File: src/rtl/spi_lcd_stream_rx.sv
// spi_lcd_stream_rx: passive SPI mode-0 slave that deframes chip-select
// transactions into an LCD command/data byte stream (first byte rs=0,
// following bytes rs=1). Bytes go through a first-word-fall-through FIFO
// with a valid/ready handshake.
// Optional feature macro: SPI_LCD_FRAME_SYNC_EN. When it is defined, a
// 0x2C command at the FIFO head is held until the next lcd_fmark rising edge.
module spi_lcd_stream_rx #(
  parameter int FIFO_DEPTH  = 16,
  parameter int SYNC_STAGES = 2
) (
  input  logic                          clk,
  input  logic                          rst_n,
  input  logic                          spi_sck,
  input  logic                          spi_mosi,
  input  logic                          spi_cs,
  input  logic                          lcd_fmark,
  output logic [7:0]                    out_data,
  output logic                          out_rs,
  output logic                          out_valid,
  input  logic                          out_ready,
  output logic                          overflow,
  output logic [$clog2(FIFO_DEPTH):0]   fifo_level
);

  localparam int AW = $clog2(FIFO_DEPTH);
  localparam int LW = AW + 1;

  typedef enum logic [1:0] {
    ST_IDLE,
    ST_CMD,
    ST_DATA
  } state_t;

  // ---------------------------------------------------------------------
  // Input synchronizers and edge detection
  // ---------------------------------------------------------------------
  logic [SYNC_STAGES-1:0] sck_sync_q;
  logic [SYNC_STAGES-1:0] mosi_sync_q;
  logic [SYNC_STAGES-1:0] cs_sync_q;
  // Tracks how far real pin samples have propagated since reset, so the idle
  // value loaded into the cs chain is never mistaken for a real cs level.
  logic [SYNC_STAGES-1:0] sync_ok_q;
  logic                   sck_prev_q;
  logic                   cs_prev_q;
  logic                   armed_q;

  logic sck_s, mosi_s, cs_s;
  logic sck_rise, cs_fall, cs_rise, bit_rise;

  // Synchronizer chains, loaded with bus-idle levels on reset
  always_ff @(posedge clk) begin
    if (!rst_n) begin
      sck_sync_q  <= '0;
      mosi_sync_q <= '0;
      cs_sync_q   <= '1;
      sync_ok_q   <= '0;
      sck_prev_q  <= 1'b0;
      cs_prev_q   <= 1'b1;
    end else begin
      sck_sync_q  <= {sck_sync_q[SYNC_STAGES-2:0], spi_sck};
      mosi_sync_q <= {mosi_sync_q[SYNC_STAGES-2:0], spi_mosi};
      cs_sync_q   <= {cs_sync_q[SYNC_STAGES-2:0], spi_cs};
      sync_ok_q   <= {sync_ok_q[SYNC_STAGES-2:0], 1'b1};
      sck_prev_q  <= sck_s;
      cs_prev_q   <= cs_s;
    end
  end

  assign sck_s    = sck_sync_q[SYNC_STAGES-1];
  assign mosi_s   = mosi_sync_q[SYNC_STAGES-1];
  assign cs_s     = cs_sync_q[SYNC_STAGES-1];
  assign sck_rise = sck_s & ~sck_prev_q;
  assign cs_fall  = ~cs_s & cs_prev_q;
  assign cs_rise  = cs_s & ~cs_prev_q;
  assign bit_rise = sck_rise & ~cs_s;

  // Arm framing once cs has genuinely been seen high after reset; a reset in
  // the middle of a transaction must not restart deframing until cs toggles.
  always_ff @(posedge clk) begin
    if (!rst_n) begin
      armed_q <= 1'b0;
    end else if (sync_ok_q[SYNC_STAGES-1] && cs_s) begin
      armed_q <= 1'b1;
    end
  end

  // ---------------------------------------------------------------------
  // Deframing FSM
  // ---------------------------------------------------------------------
  state_t     state_q, state_d;
  logic       byte_done;
  // Seven stored bits; the eighth comes straight from mosi on the completing
  // edge, so the full byte is {shift_q, mosi_s}.
  logic [6:0] shift_q;
  logic [2:0] bit_cnt_q;
  logic       push_q;
  logic [7:0] push_byte_q;
  logic       push_rs_q;

  // FSM state register
  always_ff @(posedge clk) begin
    if (!rst_n) begin
      state_q <= ST_IDLE;
    end else begin
      state_q <= state_d;
    end
  end

  // Next state and byte-completion decode
  always_comb begin
    state_d   = state_q;
    byte_done = 1'b0;
    case (state_q)
      ST_IDLE: begin
        if (cs_fall && armed_q) begin
          state_d = ST_CMD;
        end
      end
      ST_CMD, ST_DATA: begin
        if (cs_rise) begin
          state_d = ST_IDLE;
        end else if (bit_rise && bit_cnt_q == 3'd7) begin
          byte_done = 1'b1;
          state_d   = ST_DATA;
        end
      end
      default: state_d = ST_IDLE;
    endcase
  end

  // Bit shifter, bit counter and one-cycle push register
  always_ff @(posedge clk) begin
    if (!rst_n) begin
      shift_q     <= '0;
      bit_cnt_q   <= '0;
      push_q      <= 1'b0;
      push_byte_q <= '0;
      push_rs_q   <= 1'b0;
    end else begin
      push_q <= byte_done;
      if (byte_done) begin
        push_byte_q <= {shift_q, mosi_s};
        push_rs_q   <= (state_q == ST_DATA);
      end
      if (state_q == ST_IDLE && cs_fall) begin
        bit_cnt_q <= '0;
      end else if (bit_rise) begin
        shift_q   <= {shift_q[5:0], mosi_s};
        bit_cnt_q <= bit_cnt_q + 3'd1;
      end
    end
  end

  // ---------------------------------------------------------------------
  // First-word-fall-through FIFO
  // ---------------------------------------------------------------------
  logic [8:0]    mem_q [FIFO_DEPTH];
  logic [AW-1:0] wr_ptr_q, wr_ptr_d;
  logic [AW-1:0] rd_ptr_q, rd_ptr_d;
  logic [LW-1:0] level_q, level_d;
  logic          overflow_q, overflow_d;
  logic [8:0]    head;
  logic          not_empty, full, pop, push_ok;

  assign head      = mem_q[rd_ptr_q];
  assign not_empty = (level_q != '0);
  assign full      = (level_q == LW'(FIFO_DEPTH));
  assign pop       = out_valid & out_ready;
  // When full, a same-cycle pop frees the slot the push needs.
  assign push_ok   = push_q & (~full | pop);

  // FIFO pointer, occupancy and sticky overflow next-state
  always_comb begin
    wr_ptr_d   = wr_ptr_q;
    rd_ptr_d   = rd_ptr_q;
    level_d    = level_q;
    overflow_d = overflow_q | (push_q & full & ~pop);
    if (push_ok) begin
      wr_ptr_d = wr_ptr_q + AW'(1);
    end
    if (pop) begin
      rd_ptr_d = rd_ptr_q + AW'(1);
    end
    if (push_ok && !pop) begin
      level_d = level_q + LW'(1);
    end else if (pop && !push_ok) begin
      level_d = level_q - LW'(1);
    end
  end

  // FIFO control registers
  always_ff @(posedge clk) begin
    if (!rst_n) begin
      wr_ptr_q   <= '0;
      rd_ptr_q   <= '0;
      level_q    <= '0;
      overflow_q <= 1'b0;
    end else begin
      wr_ptr_q   <= wr_ptr_d;
      rd_ptr_q   <= rd_ptr_d;
      level_q    <= level_d;
      overflow_q <= overflow_d;
    end
  end

  // FIFO storage write; contents need no reset since pointers gate reads
  always_ff @(posedge clk) begin
    if (rst_n && push_ok) begin
      mem_q[wr_ptr_q] <= {push_rs_q, push_byte_q};
    end
  end

  // Head is masked to zero while empty so outputs are defined after reset
  assign out_data   = not_empty ? head[7:0] : 8'h00;
  assign out_rs     = not_empty ? head[8]   : 1'b0;
  assign overflow   = overflow_q;
  assign fifo_level = level_q;

`ifdef SPI_LCD_FRAME_SYNC_EN
  // ---------------------------------------------------------------------
  // Frame sync: hold a memory-write command at the head until fmark rises
  // ---------------------------------------------------------------------
  logic [1:0] fm_sync_q;
  logic       fm_prev_q;
  logic       released_q, released_d;
  logic       fm_rise, head_is_ramwr;

  assign fm_rise       = fm_sync_q[1] & ~fm_prev_q;
  assign head_is_ramwr = not_empty & ~head[8] & (head[7:0] == 8'h2C);

  // An fmark edge counts only while the 0x2C is already the head; the
  // release is cleared when that entry leaves the FIFO.
  always_comb begin
    released_d = released_q | (head_is_ramwr & fm_rise);
    if (pop) begin
      released_d = 1'b0;
    end
  end

  // fmark synchronizer and release flag
  always_ff @(posedge clk) begin
    if (!rst_n) begin
      fm_sync_q  <= '0;
      fm_prev_q  <= 1'b0;
      released_q <= 1'b0;
    end else begin
      fm_sync_q  <= {fm_sync_q[0], lcd_fmark};
      fm_prev_q  <= fm_sync_q[1];
      released_q <= released_d;
    end
  end

  assign out_valid = not_empty & ~(head_is_ramwr & ~released_q);
`else
  logic unused_fmark;
  assign unused_fmark = lcd_fmark;
  assign out_valid    = not_empty;
`endif

endmodule

File: config.mk
export PLATFORM = sky130hd
export DESIGN_NAME = spi_lcd_stream_rx
export DESIGN_NICKNAME = d
export VERILOG_FILES = /design/src/rtl/spi_lcd_stream_rx.sv
export SDC_FILE = /design/constraint.sdc
export NUM_CORES = 1
export LEC_CHECK = 0
export ABC_CLOCK_PERIOD_IN_PS = 6900
export CAP_MARGIN = 20
export CORE_AREA = 2 2 167 120
export CTS_CLUSTER_SIZE = 20
export DETAILED_ROUTE_END_ITERATION = 7
export DIE_AREA = 0 0 169 122
export PLACE_DENSITY = 0.53
export REMOVE_ABC_BUFFERS = 1
export SETUP_SLACK_MARGIN = 0.3
export SLEW_MARGIN = 20
export SYNTH_ARGS = -nofsm -noshare
export SYNTH_HDL_FRONTEND = slang
export SYNTH_SLANG_ARGS = --single-unit
File: constraint.sdc
create_clock -name clk -period 6.9 [get_ports clk]
set_input_delay 1.38 -clock clk [delete_from_list [all_inputs] [get_ports clk]]
set_output_delay 1.38 -clock clk [all_outputs]
set_load 0.05 [all_outputs]
==> results.toml, run 1 <==
[worst_hold_path]
min_path_cells = 1
hp-start = "cs_sync_q[0]"
min_to = "cs_sync_q[1]"
holdCritPathClass = "reg -> reg"

[placement]
dp_hpwl_microns = 8940
place.gp.congestion = 0.686
port_buffers = 21

[clock_network]
cts_setup_buffers = 0
clkSinkCount = 195
cts.repair.resized = 0
cts_root_buf = "clkbuf_16"
clock_latency_ns = 0.43
cts_max_level = 4
clockBufferDepth = 2
cts_made_buffers = 17
path_clk_slew_ns = 0.07
ctsHoldBuffers = 0
cts_tree = "yes"

[synth]
synth_common_cells = "edfxtp_1 (144), dfxtp_1 (51), nor2_1 (42)"
synth_area_leaders = "edfxtp_1 (56%), dfxtp_1 (13%), mux4_2 (11%)"
synthFlopType = "edfxtp_1"
synth.distinct_cells = 39
async_flop_share_pct = 0
ys_warn_count = 0
yosys.area.top_type = "edfxtp_1"
ys_ff_latch = 195
syn_inst = 460
avgSynthCellArea_sq_um = 16.7
syn_area_sq_um = 7660
synth_most_common_cell = "edfxtp_1"
yosys.area.top_type_share_pct = 56.5
synth-edff-count = 144
ys_seq_area_share_pct = 69.8

[critical_path]
r2r_slack_ns = 4.14
critPathKind = "reg -> out"
startpoint_type = "flip-flop"
r2r_cells = 9
cp.arrival_ns = 3.45
reg2reg_from = "fifo_level[0]"
endpoint_kind = "output port"
crit_path_max_fanout = 19
cp.required_ns = 5.52
r2r-end = "fifo_level[3]"

[sta]
skew_ns = 0.00953
grt_setup_unrepaired = "no"
slew_violations = 0
finalSetupViolCount = 0
min_period_ns = 4.83
maxSlewHeadroom_pct = 26.7
hold_viol_final = 0
final.setup.tns_ns = 0
tightest_slew_ns = 1.10
timing.fmax_mhz = 207
fin_crit_sh_pct = 70.0

[power_and_ir_drop]
leakagePower_nw = 2.86
power.density_nw_per_um2 = 322
vdd_drop_max_mv = 0.145
power_mw = 2.79

[die]
rows = 43
die_h_microns = 122
start_util_pct = 39.8
fp.dieW_microns = 169
core_sq_um = 19300
fp.dieArea_sq_um = 20600
io_pins = 23

[global_route]
grt_pass1_vias = 3947
track_usage_pct = 15.0
antenna_found_initial = 0
grt_overflow_total = 0
grt_pass1_wl_microns = 22400
grt_max_degree = 37

[routing]
wl_per_cell_microns = 19.1
viasPerCell = 5.20
dr.pass1.iters = 4
wl_microns = 14100
drc = 0
drt_iter0_drc = 323
num_vias = 3841
ant_nets = 0

[layout]
num_antenna_cells = 0
nets = 500
drive_gt1_share_pct = 16.7
area_growth_pct = 13.2

[outcome]
status = "finished clean"

[job]
maxCapViolations = 0
==> worst max-delay path: stages (launching register included) <==
cell and delay [ns]:
dfxtp_2 0.67, buf_4 0.44, mux4_2 0.28, nor2b_1 0.18, a211oi_1 0.08, a211oi_1 0.47, clkdlybuf4s50_1 0.90
==> cell families (layout without fill, tap and decap cells) <==
| group | count (synthesis) | in the layout | share of synthesized area (%) |
|---|---|---|---|
| flops | 195 | 195 | 69.8 |
| simple gates | 104 | 104 | 6.55 |
| mux | 60 | 60 | 13.7 |
| compound gates | 46 | 46 | 4.23 |
| buf+inv | 33 | 65 | 2.42 |
| fa+ha+maj | 14 | 14 | 2.38 |
| xor+xnor | 8 | 8 | 0.915 |
==> per-layer routing <==
metal / GRT usage, % / vias up / part of all wire [%]
met5: 0 / - / 0
met2: 23.8 / 61 / 46
li1: - / 1803 / -
met3: 3.77 / 17 / 4.2
met1: 20.1 / 1960 / 48
met4: 5.66 / 0 / 1.5
==> state kept, by name, indices dropped and copies added (netlist names), named ones only <==
| register | count |
|---|---|
| push_byte_q | 8 |
| push_rs_q | 1 |
| cs_prev_q | 1 |
| fifo_level | 5 |
| sck_sync_q | 2 |
| sync_ok_q | 2 |
| cs_sync_q | 2 |
| shift_q | 7 |
| overflow | 1 |
| rd_ptr_q | 4 |
| sck_prev_q | 1 |
| state_q | 2 |
| armed_q | 1 |
| wr_ptr_q | 4 |
| bit_cnt_q | 3 |
| mosi_sync_q | 2 |
| push_q | 1 |
| mem_q | 144 |
==> layout by cell type, fill, tap and decap left out, types with 2 or more instances in the layout <==
master	n
a211oi_1	19
a21oi_1	13
and2_1	7
buf_4	3
clkbuf_16	17
clkdlybuf4s50_1	21
clkinv_1	2
clkinv_4	2
clkinvlp_4	2
dfxtp_1	48
dfxtp_2	2
edfxtp_1	144
ha_1	13
inv_1	7
inv_6	6
inv_8	2
mux2i_1	24
mux4_2	36
nand2_1	13
nand2b_1	6
nand3_1	14
nand3b_1	2
nor2_1	42
nor2b_1	9
nor3_2	4
o211ai_1	3
o21a_1	5
xnor2_1	3
xor2_1	5
==> report_power, final <==
part           total [mW]  internal, mW  leakage [nW]  switching (mW)
combinational       0.513         0.220         0.831           0.293
sequential           1.32          1.26          1.75          0.0620
clock               0.952         0.508         0.277           0.443
==> worst max-delay path by stage <==
| stage | start | to | slack [ns] | cells past startpoint |
|---|---|---|---|---|
| 3_3_place_gp | flip-flop | out_data[7] | 2.46 | 6 |
| 5_1_grt | flip-flop | out_data[7] | 1.87 | 6 |
| 3_5_place_dp | flip-flop | out_data[7] | 2.45 | 6 |
| 4_1_cts | flip-flop | out_data[7] | 1.98 | 6 |
| 2_1_floorplan | flip-flop | out_data[0] | 2.35 | 4 |
| 6_report | flip-flop | out_data[7] | 2.07 | 6 |
==> area by class of cell <==
class                   instances  area [sq um]
well taps                     247           309
clock inverters                15           146
clock buffers                  17           425
multi-input cells             232          2150
repair buffers                 25           260
inverters                       8          30.0
flip-flops and latches        195          5350
fillers                      1691         10600
==> per-stage QoR <==
step	util, %	cells	hold WS [ns]	instance area [sq um]	worst slack [ns]
2_1_floorplan	-	435	0.386	7500	2.35
6_report	45.0	739	0.409	8670	2.07
5_1_grt	45.0	739	0.440	8670	1.87
3_5_place_dp	41.9	706	0.401	8070	2.45
3_3_place_gp	41.9	706	0.406	8070	2.46
4_1_cts	44.9	738	0.411	8640	1.98
Note: power is estimated with default switching activity, not from simulation.
==> run 2, diff against run 1 <==
ABC_CLOCK_PERIOD_IN_PS = 4800   (was 6900)
clock period = 4.8 ns   (was 6.9 ns; I/O delays follow)
==> run 2 against run 1 <==
Net effect: clock skew hardly changed; sequential power up 42%; power rose by 43%; critical endpoint is now out_data[3]; design area rose by 0.56%; die area unchanged.
==> results.toml, run 2 (synthesized netlist as in run 1, its figures left out) <==
[outcome]
status = "finished clean"

[routing]
ant_nets = 0
wl_microns = 14800
num_vias = 3914
drt_iter0_drc = 192
viasPerCell = 5.18
wl_per_cell_microns = 19.7
drc = 0
dr.pass1.iters = 4

[placement]
place.gp.congestion = 0.732
place_inst = 723
post-place-ws_ns = 0.949
port_buffers = 21
placed_cell_area_sq_um = 8180
dp_hpwl_microns = 9630

[sta]
min_period_ns = 4.23
timing.fmax_mhz = 237
hold_viol_final = 0
fin_crit_sh_pct = 88.1
tightest_slew_ns = 1.02
finalSetupViolCount = 0
hold_ws_ns = 0.409
skew_ns = 0.00967
final.setup.tns_ns = 0
slew_violations = 0
maxSlewHeadroom_pct = 31.8
fin_ws_ns = 0.572
grt_setup_unrepaired = "no"

[power_and_ir_drop]
internal_power_mw = 2.86
power.density_nw_per_um2 = 457
switching_share_pct = 28.2
clockPowerShare_pct = 33.3
seqPwrFrac_pct = 47.1
leakagePower_nw = 2.91
vdd_drop_max_mv = 0.236
power.net_switching_mw = 1.13
comb_power_share_pct = 19.5

[layout]
final_cell_mix = "edfxtp_1 (144), dfxtp_1 (49), nor2_1 (42)"
drive_gt1_share_pct = 17.7
stdcell_area_sq_um = 8720
area_growth_pct = 13.9
regMostFlops = "mem_q"
num_antenna_cells = 0
layout_commonest_cell = "edfxtp_1"
nets = 516
largest_reg_flops = 144
fin_cells = 755
nFillCells = 1677
top_regs = "mem_q: 144 flops, push_byte_q: 8 flops, shift_q: 7 flops"

[critical_path]
path_cells = "buf_4 -> mux4_2 -> a211oi_1 -> a211oi_1 -> clkdlybuf4s50_1"
crit_path_max_fanout = 18
startpoint_type = "flip-flop"
crit_path_frequent_cell = "a211oi_1"
cp.required_ns = 3.84
cp_slowest_stage_delay_ns = 0.76
critPathKind = "reg -> out"
endpoint_kind = "output port"
cp.arrival_ns = 3.27
crit_slowest_cell = "dfxtp_2"

[clock_network]
clkSinkCount = 195
cts.repair.resized = 0
cts_max_level = 4
cts_made_buffers = 17
ctsHoldBuffers = 0
cts_tree = "yes"
clockBufferDepth = 2
clock_latency_ns = 0.43
cts_setup_buffers = 0
path_clk_slew_ns = 0.07
cts_root_buf = "clkbuf_16"

[die]
core_sq_um = 19300
rows = 43
fp.dieW_microns = 169
die_h_microns = 122
fp.dieArea_sq_um = 20600
start_util_pct = 39.8
io_pins = 23

[job]
maxCapViolations = 0

[global_route]
grt_pass1_vias = 3962
grt_overflow_total = 0
antenna_found_initial = 0
track_usage_pct = 15.4
grt_pass1_wl_microns = 22800
grt_max_degree = 33

[worst_hold_path]
holdCritPathClass = "reg -> reg"
==> run 2: cell count changes in the layout (fill, tap and decap cells not counted), moves of 2 or more <==
cell      change
buf_4        +17
clkinv_1      -2
nor3_2        -4
inv_6         -4
clkbuf_1      +4
nor3_1        +4
inv_4         +3
inv_8         -2
==> run 2: worst paths after layout <==
| check | cells after the start | slack, ns | end | start |
|---|---|---|---|---|
| worst max-delay path | 5 | 0.57 | out_data[3] | flip-flop |
| worst min-delay path | 1 | 0.41 | cs_sync_q[1] | cs_sync_q[0] |
| worst max register to register | 9 | 2.01 | fifo_level[3] | fifo_level[0] |
| worst min register to register | 1 | 0.41 | cs_sync_q[1] | cs_sync_q[0] |
==> run 2: area by class of cell <==
cell class	instances	area, sq um	share of cell area (%)
Timing Repair Buffer	41	360	4.13
Inverter	8	30.0	0.344
Clock inverter	11	104	1.19
Sequential cell	195	5350	61.3
Multi-Input combinational cell	232	2130	24.4
Tap cell	247	309	3.54
Clock buffer	21	440	5.05
==> run 2: power groups by stage <==
stage / sequential [mW] / clock, mW / combinational [mW]
finish: 1.88 / 1.33 / 0.778
detailed placement: 1.92 / 0 / 0.788
CTS: 1.88 / 1.36 / 0.789
global placement: 1.92 / 0 / 0.780
floorplan: 1.96 / 0 / 0.492
global route: 1.89 / 1.42 / 0.834
==> run 2: metal layers <==
metal / up-vias / global-route usage [%] / wire length [microns]
met4: 0 / 4.97 / 157
met3: 13 / 3.38 / 378
met2: 44 / 24.8 / 6970
li1: 1831 / - / -
met5: - / 0 / 0
met1: 2026 / 21.0 / 7340
==> run 2: worst max-delay path: cells and delay by family, from the launching register on <==
| family | cells | cell delay (ns) |
|---|---|---|
| AOI/OAI and AO/OA | 2 | 0.44 |
| buffers and inverters | 2 | 1.11 |
| muxes | 1 | 0.52 |
| DFF | 1 | 0.76 |
==> run 2: per-stage QoR <==
step | util (%) | power (mW)
after floorplan | - | 2.46
after global placement | 42.5 | 2.70
after detailed placement | 42.5 | 2.71
after CTS | 45.3 | 4.03
after global routing | 45.3 | 4.14
final | 45.3 | 3.98
==> run 3, diff against run 2 <==
REMOVE_ABC_BUFFERS = default   (was 1)
==> run 3 against run 2 <==
Net effect: via count shrank 1.3%; clock power is 11% higher; power is 3.8% higher; sequential share of layout area decreased by 0.57 points; first-iteration DRC count up 91%; combinational power fell by 0.8%; global-route usage rose by 0.55 points; hold slack improved by 0.0071 ns; register-to-register slack better by 0.02 ns; largest power group unchanged.
==> results.toml, run 3 (synthesized netlist as in run 1, its figures left out) <==
[outcome]
status = "finished clean"

[critical_path]
crit_cells = 5
path_cells = "buf_4 -> mux4_2 -> a211oi_1 -> a211oi_1 -> clkdlybuf4s50_1"
timing.critical_path.buf_inv = 2
cp.required_ns = 3.84
crit_family = "buffers and inverters"
crit_path_frequent_cell = "a211oi_1"
cp.arrival_ns = 3.25
cp_slowest_stage_delay_ns = 0.75
crit_path_max_fanout = 18
r2r_cells = 9
endpoint_kind = "output port"
startpoint_type = "flip-flop"
critPathKind = "reg -> out"
crit_slowest_cell = "dfxtp_2"

[sta]
final.setup.tns_ns = 0
skew_ns = 0.00759
maxSlewHeadroom_pct = 29.0
slew_violations = 0
hold_viol_final = 0
hold_ws_ns = 0.416
finalSetupViolCount = 0
min_period_ns = 4.21
fin_crit_sh_pct = 87.8
timing.fmax_mhz = 237
grt_setup_unrepaired = "no"
tightest_slew_ns = 1.06

[layout]
final_cell_mix = "edfxtp_1 (144), dfxtp_1 (49), nor2_1 (42)"
top_regs = "mem_q: 144 flops, push_byte_q: 8 flops, shift_q: 7 flops"
nets = 516
regMostFlops = "mem_q"
largest_reg_flops = 144
area_growth_pct = 14.9
num_antenna_cells = 0
drive_gt1_share_pct = 17.7
layout_commonest_cell = "edfxtp_1"

[die]
die_h_microns = 122
io_pins = 23
start_util_pct = 39.8
core_sq_um = 19300
rows = 43
fp.dieW_microns = 169
fp.dieArea_sq_um = 20600

[clock_network]
ctsHoldBuffers = 0
clkSinkCount = 195
cts_made_buffers = 17
cts_setup_buffers = 0
clock_latency_ns = 0.42
clockBufferDepth = 2
cts_tree = "yes"
path_clk_slew_ns = 0.07
cts.repair.resized = 0
cts_root_buf = "clkbuf_16"
cts_max_level = 4

[power_and_ir_drop]
comb_power_share_pct = 18.7
switching_share_pct = 27.2
power.density_nw_per_um2 = 469
internal_power_mw = 3.01
power_mw = 4.13
leakagePower_nw = 2.94
power.net_switching_mw = 1.12
clockPowerShare_pct = 35.5
vdd_drop_max_mv = 0.244
seqPwrFrac_pct = 45.8

[routing]
dr.pass1.iters = 4
num_vias = 3864
drt_iter0_drc = 367
ant_nets = 0
wl_per_cell_microns = 19.6
viasPerCell = 5.12
drc = 0
wl_microns = 14800

[global_route]
antenna_found_initial = 0
grt_overflow_total = 0
grt_pass1_wl_microns = 23900
grt_pass1_vias = 4071
grt_max_degree = 22
track_usage_pct = 15.9

[job]
maxCapViolations = 0

[placement]
port_buffers = 21
dp_hpwl_microns = 9810
place.gp.congestion = 0.773

[worst_hold_path]
holdCritPathClass = "reg -> reg"
min_path_cells = 1

[synth]
syn_nets = 481
[run 3: changes by cell type in the layout (fill, tap and decap cells not counted), sizes merged]
cell	before	now
clkinv	3	8
clkbuf	21	17
bufinv	1	4
inv	13	10
clkinvlp	2	1
[run 3: per-layer routing]
layer | routed length (microns) | GRT usage (%) | vias to the layer above | share of wire (%)
li1 | - | - | 1837 | -
met1 | 7460 | 23.3 | 1953 | 50
met2 | 6550 | 23.5 | 62 | 44
met3 | 598 | 3.31 | 12 | 4.0
met4 | 220 | 6.14 | 0 | 1.5
met5 | 0 | 0 | - | 0
[run 3: worst paths after layout]
check / startpoint / end / slack, ns
setup / recovery: flip-flop / out_data[3] / 0.59
hold / removal: cs_sync_q[0] / cs_sync_q[1] / 0.42
setup reg to reg: fifo_level[2] / fifo_level[4] / 2.03
hold reg to reg: cs_sync_q[0] / cs_sync_q[1] / 0.42
[run 3: cell type report]
| class | count | area (sq um) |
|---|---|---|
| Tap cell | 247 | 309 |
| Inverter | 8 | 30.0 |
| Clock inverter | 15 | 188 |
| Sequential cell | 195 | 5350 |
| Clock buffer | 17 | 425 |
| Fill cell | 1668 | 10500 |
| Timing Repair Buffer | 41 | 373 |
| Multi-Input combinational cell | 232 | 2130 |
[run 3: through the flow]
| step | setup WS [ns] | util [%] | cells | cell area, sq um |
|---|---|---|---|---|
| 2_1_floorplan | 1.51 | - | 460 | 7660 |
| 3_3_place_gp | 0.958 | 42.5 | 723 | 8190 |
| 3_5_place_dp | 0.932 | 42.5 | 723 | 8190 |
| 4_1_cts | 0.466 | 45.7 | 755 | 8800 |
| 5_1_grt | 0.367 | 45.7 | 755 | 8800 |
| 6_report | 0.587 | 45.7 | 755 | 8800 |
[run 3: power by group through the flow]
stage	Sequential (mW)	Combinational [mW]	Clock [mW]
after floorplan	1.91	0.586	0
after global placement	1.93	0.773	0
after detailed placement	1.93	0.781	0
after CTS	1.90	0.782	1.51
after global routing	1.90	0.827	1.58
final	1.89	0.772	1.47
